--- config.mk ---
export PLATFORM = sky130hd
export DESIGN_NAME = mem_perf_monitor_flat
export DESIGN_NICKNAME = d
export VERILOG_FILES = /design/src/rtl/mem_perf_monitor_pkg.sv /design/src/rtl/mem_perf_monitor_if.sv /design/src/rtl/mem_perf_monitor_fire_reg.sv /design/src/rtl/mem_perf_monitor.sv /design/src/flat_wrapper.sv
export SDC_FILE = /design/constraint.sdc
export NUM_CORES = 1
export LEC_CHECK = 0
export ABC_AREA = 1
export CAP_MARGIN = 20
export CORE_MARGIN = 1.5
export CORE_UTILIZATION = 48
export DETAILED_ROUTE_END_ITERATION = 10
export PLACE_DENSITY = 0.76
export SYNTH_ARGS = -nofsm -noshare
export SYNTH_HDL_FRONTEND = slang
export SYNTH_SLANG_ARGS = --single-unit
--- constraint.sdc ---
create_clock -name clk -period 4.49 [get_ports clk]
set_clock_uncertainty 0.05 [all_clocks]
set_input_delay 0.449 -clock clk [delete_from_list [all_inputs] [get_ports clk]]
set_output_delay 0.449 -clock clk [all_outputs]
set_load 0.01 [all_outputs]
--- src/rtl/mem_perf_monitor_pkg.sv ---
// Shared types and constants for the memory performance monitor.
// The default counter widths match the perf interface counters in the core.
package mem_perf_monitor_pkg;

  localparam int MEM_PERF_CTR_BITS  = 44;
  localparam int MEM_PERF_PEND_BITS = 16;

  typedef struct packed {
    logic [MEM_PERF_CTR_BITS-1:0]  loads;
    logic [MEM_PERF_CTR_BITS-1:0]  stores;
    logic [MEM_PERF_CTR_BITS-1:0]  latency;
    logic [MEM_PERF_PEND_BITS-1:0] pending;
  } mem_perf_cnt_t;

  // Population count of up to 32 channels; callers zero-extend narrower vectors.
  function automatic logic [5:0] popcount32(input logic [31:0] vec);
    logic [5:0] cnt;
    cnt = '0;
    for (int i = 0; i < 32; i++) begin
      cnt = cnt + {5'd0, vec[i]};
    end
    return cnt;
  endfunction

endpackage

--- src/rtl/mem_perf_monitor_if.sv ---
// Request/response handshake bundle of one observed memory bus.
// The monitor connects through the slave modport and only ever samples it.
interface mem_perf_monitor_if #(
  parameter int NUM_REQS = 4
) ();

  logic [NUM_REQS-1:0] req_valid;
  logic [NUM_REQS-1:0] req_ready;
  logic [NUM_REQS-1:0] req_rw;
  logic [NUM_REQS-1:0] rsp_valid;
  logic [NUM_REQS-1:0] rsp_ready;

  modport master (
    output req_valid, req_ready, req_rw, rsp_valid, rsp_ready
  );

  modport slave (
    input req_valid, req_ready, req_rw, rsp_valid, rsp_ready
  );

endinterface

--- src/rtl/mem_perf_monitor_fire_reg.sv ---
// Stage-1 capture of the read, write and response fire vectors.
// Only reset clears it, so in-flight fires survive a statistics clear.
module mem_perf_fire_reg #(
  parameter int NUM_REQS = 4
) (
  input  logic                clk,
  input  logic                reset,
  input  logic [NUM_REQS-1:0] rd_fire,
  input  logic [NUM_REQS-1:0] wr_fire,
  input  logic [NUM_REQS-1:0] rsp_fire,
  output logic [NUM_REQS-1:0] rd_fire_reg,
  output logic [NUM_REQS-1:0] wr_fire_reg,
  output logic [NUM_REQS-1:0] rsp_fire_reg
);

  always_ff @(posedge clk) begin
    if (reset) begin
      rd_fire_reg  <= '0;
      wr_fire_reg  <= '0;
      rsp_fire_reg <= '0;
    end else begin
      rd_fire_reg  <= rd_fire;
      wr_fire_reg  <= wr_fire;
      rsp_fire_reg <= rsp_fire;
    end
  end

endmodule

--- src/rtl/mem_perf_monitor.sv ---
// Passive per-bus memory performance monitor: load/store counts, outstanding reads,
// accumulated read latency and sticky error flags. MEM_PERF_PEAK_EN adds peak_pending.
module mem_perf_monitor
  import mem_perf_monitor_pkg::*;
#(
  parameter int NUM_REQS  = 4,
  parameter int CTR_BITS  = MEM_PERF_CTR_BITS,
  parameter int PEND_BITS = MEM_PERF_PEND_BITS
) (
  input  logic                 clk,
  input  logic                 reset,
  input  logic                 clear,
  mem_perf_monitor_if.slave    bus,
  output logic [CTR_BITS-1:0]  loads,
  output logic [CTR_BITS-1:0]  stores,
  output logic [CTR_BITS-1:0]  latency,
  output logic [PEND_BITS-1:0] pending,
  output logic [PEND_BITS-1:0] peak_pending,
  output logic                 underflow,
  output logic                 overflow
);

  localparam int CW = $clog2(NUM_REQS + 1);
  localparam int PW = PEND_BITS + CW + 1;

  logic [NUM_REQS-1:0] rd_fire, wr_fire, rsp_fire;
  logic [NUM_REQS-1:0] rd_fire_reg, wr_fire_reg, rsp_fire_reg;

  for (genvar gi = 0; gi < NUM_REQS; gi++) begin : g_fire
    assign rd_fire[gi]  = bus.req_valid[gi] & bus.req_ready[gi] & ~bus.req_rw[gi];
    assign wr_fire[gi]  = bus.req_valid[gi] & bus.req_ready[gi] &  bus.req_rw[gi];
    assign rsp_fire[gi] = bus.rsp_valid[gi] & bus.rsp_ready[gi];
  end

  mem_perf_fire_reg #(
    .NUM_REQS (NUM_REQS)
  ) fire_reg (
    .clk          (clk),
    .reset        (reset),
    .rd_fire      (rd_fire),
    .wr_fire      (wr_fire),
    .rsp_fire     (rsp_fire),
    .rd_fire_reg  (rd_fire_reg),
    .wr_fire_reg  (wr_fire_reg),
    .rsp_fire_reg (rsp_fire_reg)
  );

  logic [5:0] nr_full, nw_full, ns_full;
  logic [CW-1:0] nr, nw, ns;

  assign nr_full = popcount32(32'(rd_fire_reg));
  assign nw_full = popcount32(32'(wr_fire_reg));
  assign ns_full = popcount32(32'(rsp_fire_reg));
  assign nr = nr_full[CW-1:0];
  assign nw = nw_full[CW-1:0];
  assign ns = ns_full[CW-1:0];

  logic [CTR_BITS-1:0]  loads_reg, stores_reg, latency_reg;
  logic [PEND_BITS-1:0] pending_reg, pending_next;
  logic                 underflow_reg, overflow_reg;
  logic                 underflow_set, overflow_set;
  logic signed [PW-1:0] p_sum, p_max;

  // Wide signed sum so both out-of-range directions are visible before saturating.
  always_comb begin
    pending_next  = '0;
    underflow_set = 1'b0;
    overflow_set  = 1'b0;
    p_max = $signed({{(CW + 1){1'b0}}, {PEND_BITS{1'b1}}});
    p_sum = $signed({{(CW + 1){1'b0}}, pending_reg})
          + $signed({{(PEND_BITS + 1){1'b0}}, nr})
          - $signed({{(PEND_BITS + 1){1'b0}}, ns});
    if (p_sum < 0) begin
      underflow_set = 1'b1;
    end else if (p_sum > p_max) begin
      pending_next = {PEND_BITS{1'b1}};
      overflow_set = 1'b1;
    end else begin
      pending_next = p_sum[PEND_BITS-1:0];
    end
  end

  always_ff @(posedge clk) begin
    if (reset) begin
      loads_reg     <= '0;
      stores_reg    <= '0;
      latency_reg   <= '0;
      pending_reg   <= '0;
      underflow_reg <= 1'b0;
      overflow_reg  <= 1'b0;
    end else begin
      pending_reg <= pending_next;
      if (clear) begin
        loads_reg     <= '0;
        stores_reg    <= '0;
        latency_reg   <= '0;
        underflow_reg <= 1'b0;
        overflow_reg  <= 1'b0;
      end else begin
        loads_reg     <= loads_reg + CTR_BITS'(nr);
        stores_reg    <= stores_reg + CTR_BITS'(nw);
        latency_reg   <= latency_reg + CTR_BITS'(pending_reg);
        underflow_reg <= underflow_reg | underflow_set;
        overflow_reg  <= overflow_reg | overflow_set;
      end
    end
  end

`ifdef MEM_PERF_PEAK_EN
  logic [PEND_BITS-1:0] peak_reg;

  always_ff @(posedge clk) begin
    if (reset || clear) begin
      peak_reg <= '0;
    end else if (pending_next > peak_reg) begin
      peak_reg <= pending_next;
    end
  end

  assign peak_pending = peak_reg;
`else
  assign peak_pending = '0;
`endif

  assign loads     = loads_reg;
  assign stores    = stores_reg;
  assign latency   = latency_reg;
  assign pending   = pending_reg;
  assign underflow = underflow_reg;
  assign overflow  = overflow_reg;

endmodule

--- src/flat_wrapper.sv ---
// flat-port wrapper written by rule: the top's interface ports become plain ports
module mem_perf_monitor_flat import mem_perf_monitor_pkg::*;
#(
  parameter int NUM_REQS  = 4,
  parameter int CTR_BITS  = MEM_PERF_CTR_BITS,
  parameter int PEND_BITS = MEM_PERF_PEND_BITS
)
  (clk, reset, clear, loads, stores, latency, pending, peak_pending, underflow, overflow, bus_req_valid, bus_req_ready, bus_req_rw, bus_rsp_valid, bus_rsp_ready);
  mem_perf_monitor_if #(.NUM_REQS(NUM_REQS)) bus_i ();
  input  logic clk;
  input  logic reset;
  input  logic clear;
  output logic [CTR_BITS-1:0] loads;
  output logic [CTR_BITS-1:0] stores;
  output logic [CTR_BITS-1:0] latency;
  output logic [PEND_BITS-1:0] pending;
  output logic [PEND_BITS-1:0] peak_pending;
  output logic underflow;
  output logic overflow;
  input wire logic [$bits(bus_i.req_valid)-1:0] bus_req_valid;
  input wire logic [$bits(bus_i.req_ready)-1:0] bus_req_ready;
  input wire logic [$bits(bus_i.req_rw)-1:0] bus_req_rw;
  input wire logic [$bits(bus_i.rsp_valid)-1:0] bus_rsp_valid;
  input wire logic [$bits(bus_i.rsp_ready)-1:0] bus_rsp_ready;
  assign bus_i.req_valid = bus_req_valid;
  assign bus_i.req_ready = bus_req_ready;
  assign bus_i.req_rw = bus_req_rw;
  assign bus_i.rsp_valid = bus_rsp_valid;
  assign bus_i.rsp_ready = bus_rsp_ready;
  mem_perf_monitor #(.NUM_REQS(NUM_REQS), .CTR_BITS(CTR_BITS), .PEND_BITS(PEND_BITS)) u_core (.clk(clk), .reset(reset), .clear(clear), .bus(bus_i), .loads(loads), .stores(stores), .latency(latency), .pending(pending), .peak_pending(peak_pending), .underflow(underflow), .overflow(overflow));
endmodule
==> results.cfg <==
[layout]
utilization_pct = 61.2
area.growth.synth_to_final_pct = 24.8
drive_above_1_share_pct = 6.41
final_cell_mix = 479 x nand2_1, 214 x inv_1, 205 x nor2_1
layout_commonest_cell = nand2_1
fin_nets = 1874

[grt]
grt_max_degree = 51
grt_pass1_vias = 9813
antenna_found_initial = 1
grt_first_pass_wirelength_um = 47200
grt_usage_pct = 26.5
gr-total-overflow = 0

[clock_tree]
cts_made_buffers = 17
cts.sinks = 162
cts_tree = yes
clk_latency_ns = 0.44
cts-resized-gates = 0
cts-htree-levels = 4
clockRootBuffer = clkbuf_16
post-cts-setup-buffers = 0
clk_pin_slew_ns = 0.07
postCtsHoldBufs = 0
cts.path.max_buffers = 2

[sta]
timing.hold.ws_ns = 0.425
finalCritPeriodShare_pct = 80.5
tightest_slew_ns = 0.776
fin_crit_ns = 3.61
drv_slew = 0
tns_ns = 0
slew_headroom_pct = 48.2
rsz0062_at_grt = false
setup_slack_ns = 0.877
final_hold_viol_count = 0
setup_viol = 0
max_freq_ghz = 0.277

[drt]
first_pass_iters = 5
drc = 0
routedWlPerCell_um = 13.9
via_per_inst = 5.12
first_iter_violations = 540
detail-route-antenna-nets = 0
wirelength_um = 29100
dr_total_vias = 10700

[power_and_ir_drop]
peakVddDrop_mv = 0.290
comb_power_share_pct = 39.3
switching_share_pct = 38.8
leakage_uw = 0.00502
p_int_uw = 3230
pwr-share-clk_pct = 29.4
p_sw_uw = 2050
power.density_mw_per_mm2 = 409
pwr-share-seq_pct = 31.3

[setup_path]
ff2ff_setup_slack_ns = 0.88
rr_endpoint = u_core.overflow$_SDFF_PP0_
worstSetupPathType = reg -> reg
cp_max_fo = 17
cp-start-kind = register
critPathRequiredTime_ns = 4.80
rr_startpoint = u_core.fire_reg.rd_fire_reg[0]$_SDFF_PP0_
end_kind = register
cp.arrival_ns = 3.92
ff2ff_path_depth = 16

[logic_synthesis]
synth-simple-area-share_pct = 39.2
synth_edf_count = 0
synth_xor_area_share_pct = 1.95
synthAdderAreaFrac_pct = 7.24
synth_compound_area_share_pct = 9.74
synthArstFlopShare_pct = 0
syn-cell-area_mm2 = 0.0103
seq_area_frac_synth_pct = 31.4
synth_cell_type_count = 43
synth_mux_area_share_pct = 0
synth_warnings = 0
syn_inst = 1622
netlist.area_leader.share_pct = 31.4
synth-seq-cells = 162
synth_top_family_by_area = simple AND/OR/NAND/NOR gates
synth_top_cell_by_area = dfxtp_1
syn_area_per_cell_um2 = 6.37
synth_ff_type = dfxtp_1
synth_area_leaders = dfxtp_1 31%, nand2_1 17%, inv_1 7.8%, nor2_1 7.5%, ha_1 5.7%

[worst_hold_path]
min_path_cells = 2
min_from = u_core.underflow$_SDFF_PP0_
hold_end = u_core.underflow$_SDFF_PP0_
hold_class = reg -> reg

[place]
io_buffer_count = 172
pre_cts_ws_ns = 0.880
hpwl_um = 22900
place_congestion = 0.917

[floorplan]
core_area_mm2 = 0.0211
chipHeight_um = 150
die_area_mm2 = 0.0224
die_w_um = 150
floorplan.initialDensity_pct = 49.0
rows = 53
ios = 189

[status]
status = completed

[job]
maxCapViolCount = 0
[cells by family (layout without fill, tap and decap cells)]
group	count (synthesis)	count (layout)
AOI/OAI and AO/OA	181	181
xor gates and xnor gates	23	23
adders and majority gates	55	55
buffers and inverters	266	438
DFF	162	162
other	1	17
and+or+nand+nor	934	934
[layer usage]
metal	vias to the layer above	wire length, um	global-route usage, %	part of all wire [%]
met2	268	13900	44.7	48
met5	-	0	0	0
met1	4880	13100	33.8	45
li1	5464	-	-	-
met3	55	1280	4.27	4.4
met4	0	737	10.4	2.5
[critical path, stage by stage (launching register included)]
cell     delay (ns)
dfxtp_1        0.30
ha_1           0.27
inv_1          0.05
fa_1           0.37
inv_1          0.09
ha_1           0.28
fa_1           0.53
fa_1           0.48
nand3_1        0.13
nand3_2        0.11
nand2_1        0.10
nand2_2        0.09
nand2_1        0.10
nand2_1        0.07
nand2_2        0.08
nand3_4        0.23
a21oi_1        0.21
[stage by stage]
step                      area, um2  std cells  power, uW
after floorplan               10400       1637       3230
after global placement        12300       2052       3710
after detailed placement      12300       2052       3750
after CTS                     12900       2084       5310
after global routing          12900       2085       5630
final                         12900       2085       5270
[Yosys cell counts (2+ instances only)]
master / n
inv_2: 16
a21oi_1: 109
o21bai_1: 5
inv_1: 215
nor2_1: 206
clkbuf_1: 10
buf_6: 2
o31ai_1: 2
nand3_1: 90
buf_2: 3
nand2_1: 479
nor3_1: 49
fa_1: 8
nand4_1: 26
o21a_1: 5
a21oi_2: 14
a21boi_0: 4
or2_0: 9
nor2_2: 13
nand2_2: 20
xnor2_1: 11
ha_1: 47
nor3_2: 3
dfxtp_1: 162
o21ai_0: 38
a211oi_1: 3
nand3b_1: 10
nor3b_1: 8
buf_4: 17
xor2_1: 12
nand3_2: 6
buf_1: 2
nor2_4: 4
or2_2: 2
and2_1: 4
[power by group through the flow]
stage	clock, uW	combinational (uW)	sequential, uW
after floorplan	0	1550	1670
after global placement	0	2020	1690
after detailed placement	0	2060	1690
after CTS	1580	2080	1650
after global routing	1640	2340	1660
final	1550	2070	1650
[how the worst max path moves through the flow]
stage	start	endpoint	slack (ns)	cells past startpoint
floorplan	u_core.fire_reg.rd_fire_reg[0]$_SDFF_PP0_	u_core.pending[7]$_SDFF_PP0_	1.22	17
global placement	u_core.fire_reg.rd_fire_reg[0]$_SDFF_PP0_	u_core.pending[15]$_SDFF_PP0_	1.02	16
detailed placement	u_core.fire_reg.rd_fire_reg[0]$_SDFF_PP0_	u_core.overflow$_SDFF_PP0_	0.88	16
CTS	u_core.fire_reg.rd_fire_reg[0]$_SDFF_PP0_	u_core.overflow$_SDFF_PP0_	0.87	16
global route	u_core.fire_reg.rd_fire_reg[1]$_SDFF_PP0_	u_core.overflow$_SDFF_PP0_	0.58	16
finish	u_core.fire_reg.rd_fire_reg[0]$_SDFF_PP0_	u_core.overflow$_SDFF_PP0_	0.88	16
[area by class of cell]
class | count | area [um2]
fillers | 2045 | 8180
multi-input cells | 1209 | 6080
flip-flops and latches | 162 | 3240
repair buffers | 174 | 1750
inverters | 232 | 871
clock buffers | 17 | 425
well taps | 275 | 344
clock inverters | 15 | 194
diodes | 1 | 2.50
(Power assumes the default switching activity.)
